==> config.mk <==
export PLATFORM = sky130hd
export DESIGN_NAME = dmem_arbiter
export DESIGN_NICKNAME = d
export VERILOG_FILES = /design/src/rtl/dmem_pkg.sv /design/src/rtl/dmem_arbiter_rr_arb2.sv /design/src/rtl/dmem_arbiter.sv
export SDC_FILE = /design/constraint.sdc
export NUM_CORES = 1
export LEC_CHECK = 0
export CAP_MARGIN = 20
export CELL_PAD_IN_SITES_DETAIL_PLACEMENT = 1
export CELL_PAD_IN_SITES_GLOBAL_PLACEMENT = 1
export CORE_AREA = 5 5 228 230
export DETAILED_ROUTE_END_ITERATION = 10
export DIE_AREA = 0 0 233 235
export PLACE_DENSITY_LB_ADDON = 0.1
export SETUP_SLACK_MARGIN = 0.4
export SKIP_LAST_GASP = 1
export SYNTH_ARGS = -nofsm -noshare
export SYNTH_HDL_FRONTEND = slang
export SYNTH_HIERARCHICAL = 1
export SYNTH_SLANG_ARGS = --single-unit
==> constraint.sdc <==
create_clock -name clk -period 3.4 [get_ports clk]
set_input_delay 0.34 -clock clk [delete_from_list [all_inputs] [get_ports clk]]
set_output_delay 0.34 -clock clk [all_outputs]
set_load 0.03 [all_outputs]
==> src/rtl/dmem_pkg.sv <==
// Shared types and helpers for the data-memory arbiter.
// Optional statistics counters in the top level are enabled by DMEM_ARB_STATS_EN.
package dmem_pkg;

  typedef enum logic [1:0] {
    IDLE   = 2'd0,
    ACCESS = 2'd1,
    RESP   = 2'd2
  } state_e;

  localparam int unsigned WORD_BYTES = 8;

  // A full 8-byte word must fit below DEPTH.
  function automatic logic in_range(input logic [63:0] addr, input int unsigned depth);
    return (addr <= 64'(depth - WORD_BYTES));
  endfunction

  function automatic logic [1:0] port_vec(input logic port);
    return port ? 2'b10 : 2'b01;
  endfunction

endpackage

==> src/rtl/dmem_arbiter_rr_arb2.sv <==
// Two-way round-robin picker; remembers the last-served port.
// Reset leaves port 1 as last served, so port 0 wins the first tie.
module rr_arb2 (
  input  logic       clk,
  input  logic       reset_n,
  input  logic [1:0] req_i,
  input  logic       upd_i,
  input  logic       upd_port_i,
  output logic       pick_o,
  output logic       valid_o
);

  logic last_q;

  // Last-served pointer, updated once per granted access.
  always_ff @(posedge clk or negedge reset_n) begin
    if (!reset_n) begin
      last_q <= 1'b1;
    end else if (upd_i) begin
      last_q <= upd_port_i;
    end else begin
      last_q <= last_q;
    end
  end

  // Pick the only requester, or on a tie the one not served last.
  always_comb begin
    valid_o = |req_i;
    pick_o  = 1'b0;
    if (req_i == 2'b11) begin
      pick_o = ~last_q;
    end else if (req_i[1]) begin
      pick_o = 1'b1;
    end else begin
      pick_o = 1'b0;
    end
  end

endmodule

==> src/rtl/dmem_arbiter.sv <==
// Two-port arbiter and IDLE->ACCESS->RESP sequencer in front of the data memory.
// Defining DMEM_ARB_STATS_EN adds saturating per-port and error counters.
module dmem_arbiter
  import dmem_pkg::*;
#(
  parameter int unsigned DEPTH = 64
`ifdef DMEM_ARB_STATS_EN
  , parameter int unsigned CNT_W = 16
`endif
) (
  input  logic        clk,
  input  logic        reset_n,
  input  logic        p0_req,
  input  logic        p0_we,
  input  logic [63:0] p0_addr,
  input  logic [63:0] p0_wdata,
  input  logic        p1_req,
  input  logic        p1_we,
  input  logic [63:0] p1_addr,
  input  logic [63:0] p1_wdata,
  output logic        p0_gnt,
  output logic        p0_done,
  output logic [63:0] p0_rdata,
  output logic        p0_err,
  output logic        p1_gnt,
  output logic        p1_done,
  output logic [63:0] p1_rdata,
  output logic        p1_err,
  output logic [63:0] mem_addr,
  output logic [63:0] mem_wdata,
  output logic        mem_write,
  output logic        mem_read,
  input  logic [63:0] mem_rdata
`ifdef DMEM_ARB_STATS_EN
  , output logic [CNT_W-1:0] p0_count
  , output logic [CNT_W-1:0] p1_count
  , output logic [CNT_W-1:0] err_count
`endif
);

  state_e      state_q;
  logic        sel_q;
  logic        we_q;
  logic        ok_q;
  logic [1:0]  gnt_q;
  logic [1:0]  done_q;
  logic [1:0]  err_q;
  logic [1:0]  rd_q;
  logic [63:0] mem_addr_q;
  logic [63:0] mem_wdata_q;
  logic        mem_write_q;
  logic        mem_read_q;

  logic        pick_s;
  logic        valid_s;
  logic        sel_we_s;
  logic        sel_ok_s;
  logic [63:0] sel_addr_s;
  logic [63:0] sel_wdata_s;

  rr_arb2 u_arb (
    .clk        (clk),
    .reset_n    (reset_n),
    .req_i      ({p1_req, p0_req}),
    .upd_i      (state_q == ACCESS),
    .upd_port_i (sel_q),
    .pick_o     (pick_s),
    .valid_o    (valid_s)
  );

  // Mux the winning port's request fields and range-check its address.
  always_comb begin
    sel_we_s    = 1'b0;
    sel_addr_s  = 64'd0;
    sel_wdata_s = 64'd0;
    if (pick_s) begin
      sel_we_s    = p1_we;
      sel_addr_s  = p1_addr;
      sel_wdata_s = p1_wdata;
    end else begin
      sel_we_s    = p0_we;
      sel_addr_s  = p0_addr;
      sel_wdata_s = p0_wdata;
    end
    sel_ok_s = in_range(sel_addr_s, DEPTH);
  end

  // Sequencer; every output is registered so it is valid in the state it belongs to.
  always_ff @(posedge clk or negedge reset_n) begin
    if (!reset_n) begin
      state_q     <= IDLE;
      sel_q       <= 1'b0;
      we_q        <= 1'b0;
      ok_q        <= 1'b0;
      gnt_q       <= 2'b00;
      done_q      <= 2'b00;
      err_q       <= 2'b00;
      rd_q        <= 2'b00;
      mem_addr_q  <= 64'd0;
      mem_wdata_q <= 64'd0;
      mem_write_q <= 1'b0;
      mem_read_q  <= 1'b0;
    end else begin
      gnt_q       <= 2'b00;
      done_q      <= 2'b00;
      err_q       <= 2'b00;
      rd_q        <= 2'b00;
      mem_addr_q  <= 64'd0;
      mem_wdata_q <= 64'd0;
      mem_write_q <= 1'b0;
      mem_read_q  <= 1'b0;
      case (state_q)
        IDLE: begin
          if (valid_s) begin
            state_q <= ACCESS;
            sel_q   <= pick_s;
            we_q    <= sel_we_s;
            ok_q    <= sel_ok_s;
            gnt_q   <= port_vec(pick_s);
            // Out-of-range accesses never reach the memory.
            if (sel_ok_s) begin
              mem_addr_q  <= sel_addr_s;
              mem_wdata_q <= sel_wdata_s;
              mem_write_q <= sel_we_s;
              mem_read_q  <= ~sel_we_s;
            end
          end else begin
            state_q <= IDLE;
          end
        end
        ACCESS: begin
          state_q <= RESP;
          done_q  <= port_vec(sel_q);
          err_q   <= ok_q ? 2'b00 : port_vec(sel_q);
          rd_q    <= (ok_q && !we_q) ? port_vec(sel_q) : 2'b00;
        end
        RESP: begin
          state_q <= IDLE;
        end
        default: begin
          state_q <= IDLE;
        end
      endcase
    end
  end

  assign p0_gnt    = gnt_q[0];
  assign p1_gnt    = gnt_q[1];
  assign p0_done   = done_q[0];
  assign p1_done   = done_q[1];
  assign p0_err    = err_q[0];
  assign p1_err    = err_q[1];
  // Memory data arrives in RESP, so it is gated by a registered per-port enable.
  assign p0_rdata  = rd_q[0] ? mem_rdata : 64'd0;
  assign p1_rdata  = rd_q[1] ? mem_rdata : 64'd0;
  assign mem_addr  = mem_addr_q;
  assign mem_wdata = mem_wdata_q;
  assign mem_write = mem_write_q;
  assign mem_read  = mem_read_q;

`ifdef DMEM_ARB_STATS_EN
  localparam logic [CNT_W-1:0] CNT_MAX = {CNT_W{1'b1}};
  localparam logic [CNT_W-1:0] CNT_ONE = CNT_W'(1);

  logic [CNT_W-1:0] p0_cnt_q;
  logic [CNT_W-1:0] p1_cnt_q;
  logic [CNT_W-1:0] err_cnt_q;

  // Saturating counters, stepped on the edge that raises done.
  always_ff @(posedge clk or negedge reset_n) begin
    if (!reset_n) begin
      p0_cnt_q  <= {CNT_W{1'b0}};
      p1_cnt_q  <= {CNT_W{1'b0}};
      err_cnt_q <= {CNT_W{1'b0}};
    end else if (state_q == ACCESS) begin
      if (!sel_q && p0_cnt_q != CNT_MAX) p0_cnt_q <= p0_cnt_q + CNT_ONE;
      if (sel_q && p1_cnt_q != CNT_MAX) p1_cnt_q <= p1_cnt_q + CNT_ONE;
      if (!ok_q && err_cnt_q != CNT_MAX) err_cnt_q <= err_cnt_q + CNT_ONE;
    end else begin
      p0_cnt_q  <= p0_cnt_q;
      p1_cnt_q  <= p1_cnt_q;
      err_cnt_q <= err_cnt_q;
    end
  end

  assign p0_count  = p0_cnt_q;
  assign p1_count  = p1_cnt_q;
  assign err_count = err_cnt_q;
`endif

endmodule

==> impl_results.md <==
- Register bit total from synthesis: 144
- Startpoint types: register
- Resize count post-CTS: 0
- Die height: around 240 microns
- Rel. slew slack: 0.408
- Congestion Overflow GR: 0
- Die width: 233 microns
- Netlist cell types: 32
- Avg Cell Area, Syn: 11.4 sq um
- Nets: 1,491
- First-pass GRT wire length: 52,000 microns
- CORE AREA: 49,700 sq um
- Final period demand of the worst path: around 2.6 ns
- Arrival @ worst endpoint: between 2 and 2.5 ns
- DR WL/cell: 20.3 microns
- FMAX: 0.388 GHz
- Ys async rst share: 1.00
- Synth cell count leaders: 143 x dfrtp_1, 128 x and2_1, 80 x nor2_1
- H-tree depth: 4
- Final core utilization: 0.272
- Vias/cell: 3.40
- P&R area growth vs syn: 127%
- Ys flop type: dfrtp_1
- Cell total after placement: 1,817
- DRC errors left: 0
- Top-count cell post-synth: dfrtp_1
- Fin crit share: 0.758
- RSZ-0062 raised after global routing: no
- Reg2Reg Setup Slack: about 0.95 ns
- Vias in the first global route: 6,972
- GP Congestion: 0.751
- Site Rows: between 80 and 90
- Post-synth EDFFs: 0
- WS Path Type: register to output port
- Largest fanout on the critical path: 64
- Cells after Synth: around 520
- Clock skew: 0.00885 ns
- DRT Wirelength: 37,600 microns
- Initial Utilization: 0.120
- Antenna violation net count after detailed routing: 0
- Layout cells sized above 1: 0.0390
- Clock Sinks: 144
- Die area: 54,800 sq um
- Initial antenna violation count: 10
- Synth area leader: dfrtp_1
- Max VDD drop: ~0.22 mV
- Setup TNS Final: 0 ns
- Synth warnings: 6
- Maxcap violations: 0
- P_leak: 5.60 nW
- CP peak stage delay: 0.79 ns
- Hold Path Sink: state_q[1]
- Slew of the pin with the lowest slew margin: 0.888 ns
- Reg-to-reg endpoint: mem_wdata[56]
- IO Port Bufs: just under 600
- # hold bufs at CTS: 1
- Synth top area cells: dfrtp_1 60%, and2_1 13%, mux2i_1 12%
- Path type of the worst min-delay path: register to register
- Worst hold path startpoint: state_q[1]
- Final setup violation count: 0
- Detailed placement HPWL: between 30,000 and 40,000 microns
- Worst-Skew Late Latency: 0.44 ns
- Hold Violations, Final: 0
- Router iterations before antenna repair: 4
- CTS tree: done
- Slowest cell on crit path: clkdlybuf4s50_1
- Via count: 6,306
- Hold WS: 0.480 ns
- CTS clk-pin slew, worst paths: 0.06 ns
- GRT Total Usage: 0.133
- Critical Path, Cell by Cell: buf_4 -> and2_1 -> clkdlybuf4s50_1
- Sequential fraction of the synthesis area: 0.604
- Non-Filler Instances: 1,855
- Critical path endpoint category: output port
- Max Root-Sink Buffers: 2
- Reg2reg start: u_arb/last_q
- Drt initial violations: approximately 130
- WP data required: 3.06 ns
- Status: finished, final reports clean
- Final total power: 4.78 mW
- Top cell type's share of synthesized area: 0.600
- Pwr Density: ~350 nW/um^2
- Final Max Slew Viols: 0
- Postcts setup bufs: 0
- CTS Buf Count: 17
- Reg2Reg Depth: 7
- Root buf cell: clkbuf_16
- Largest net degree at the start of global routing: 74
- # IOs: 590
- WHS Path Cells: 1
- Netlist Area Pre-Place: 5960 sq um
-- flip-flops by register name, indices dropped and copies added (netlist names), 2 cells and up --
| name | count |
|---|---|
| done_q | 2 |
| err_q | 2 |
| gnt_q | 2 |
| mem_addr | 64 |
| mem_wdata | 64 |
| rd_q | 2 |
| state_q | 2 |
-- routing by layer --
layer | vias up | GRT usage | part of all wire
met5 | - | 0 | 0.0013
met4 | 8 | 0.0252 | 0.0087
met3 | 31 | 0.0744 | 0.13
met2 | 333 | 0.241 | 0.51
met1 | 2967 | 0.133 | 0.35
li1 | 2967 | - | -
-- how the worst max path moves through the flow --
stage	start	to	slack (ns)
floorplan	u_arb/last_q	mem_wdata[0]	1.29
global placement	p1_req	mem_wdata[58]	0.61
detailed placement	p1_req	mem_wdata[22]	0.52
CTS	rd_q[1]	p1_rdata[43]	0.71
global route	rd_q[1]	p1_rdata[43]	0.68
finish	rd_q[1]	p1_rdata[43]	0.82
-- placed cells by master, fill, tap and decap left out, types with 3 or more instances in the layout --
cell type	Yosys	routed
conb_1	1	58
buf_4	0	6
inv_1	4	4
clkbuf_8	0	3
clkbuf_16	0	17
clkdlybuf4s50_1	0	588
nand2_1	5	5
nor3_1	4	4
nand4_1	8	8
nor4_1	25	25
diode_2	0	5
mux2i_1	71	71
dfrtp_1	143	143
and2_1	128	128
clkinv_4	0	3
nor2_1	80	80
inv_6	0	6
-- cell families after synthesis --
group	count (synthesis)	share of synthesized area
other	1	0.000629
buffers and inverters	34	0.0231
flip-flops	144	0.604
multiplexers	72	0.122
AND/OR/NAND/NOR	260	0.238
AO/OA/AOI/OAI	10	0.0126
-- critical path: cells and delay by family, from the launching register on --
family | cells | cell delay [ns]
buffers and inverters | 2 | 1.24
DFF | 1 | 0.32
and+or+nand+nor | 1 | 0.21
-- metrics by stage --
stage	setup WS (ns)	area (sq um)
2_1_floorplan	1.29	6180
3_3_place_gp	0.613	12900
3_5_place_dp	0.516	12900
4_1_cts	0.708	13500
5_1_grt	0.682	13500
6_report	0.822	13500
-- power breakdown --
group / leakage, nW / internal (mW) / switching [mW]
Clock: 0.293 / 1.08 / 0.814
Sequential: 1.86 / 1.81 / 0.0381
Combinational: 3.44 / 0.576 / 0.467
-- cell type report --
| cell class | instances | area (sq um) |
|---|---|---|
| diodes | 5 | 12.5 |
| clock buffers | 20 | 467 |
| clock inverters | 12 | 119 |
| fillers | 5651 | 36100 |
| inverters | 4 | 15.0 |
| multi-input cells | 400 | 2460 |
| flip-flops and latches | 144 | 3600 |
| well taps | 672 | 841 |
| repair buffers | 598 | 5990 |
Note: power is estimated with default switching activity, not from simulation.
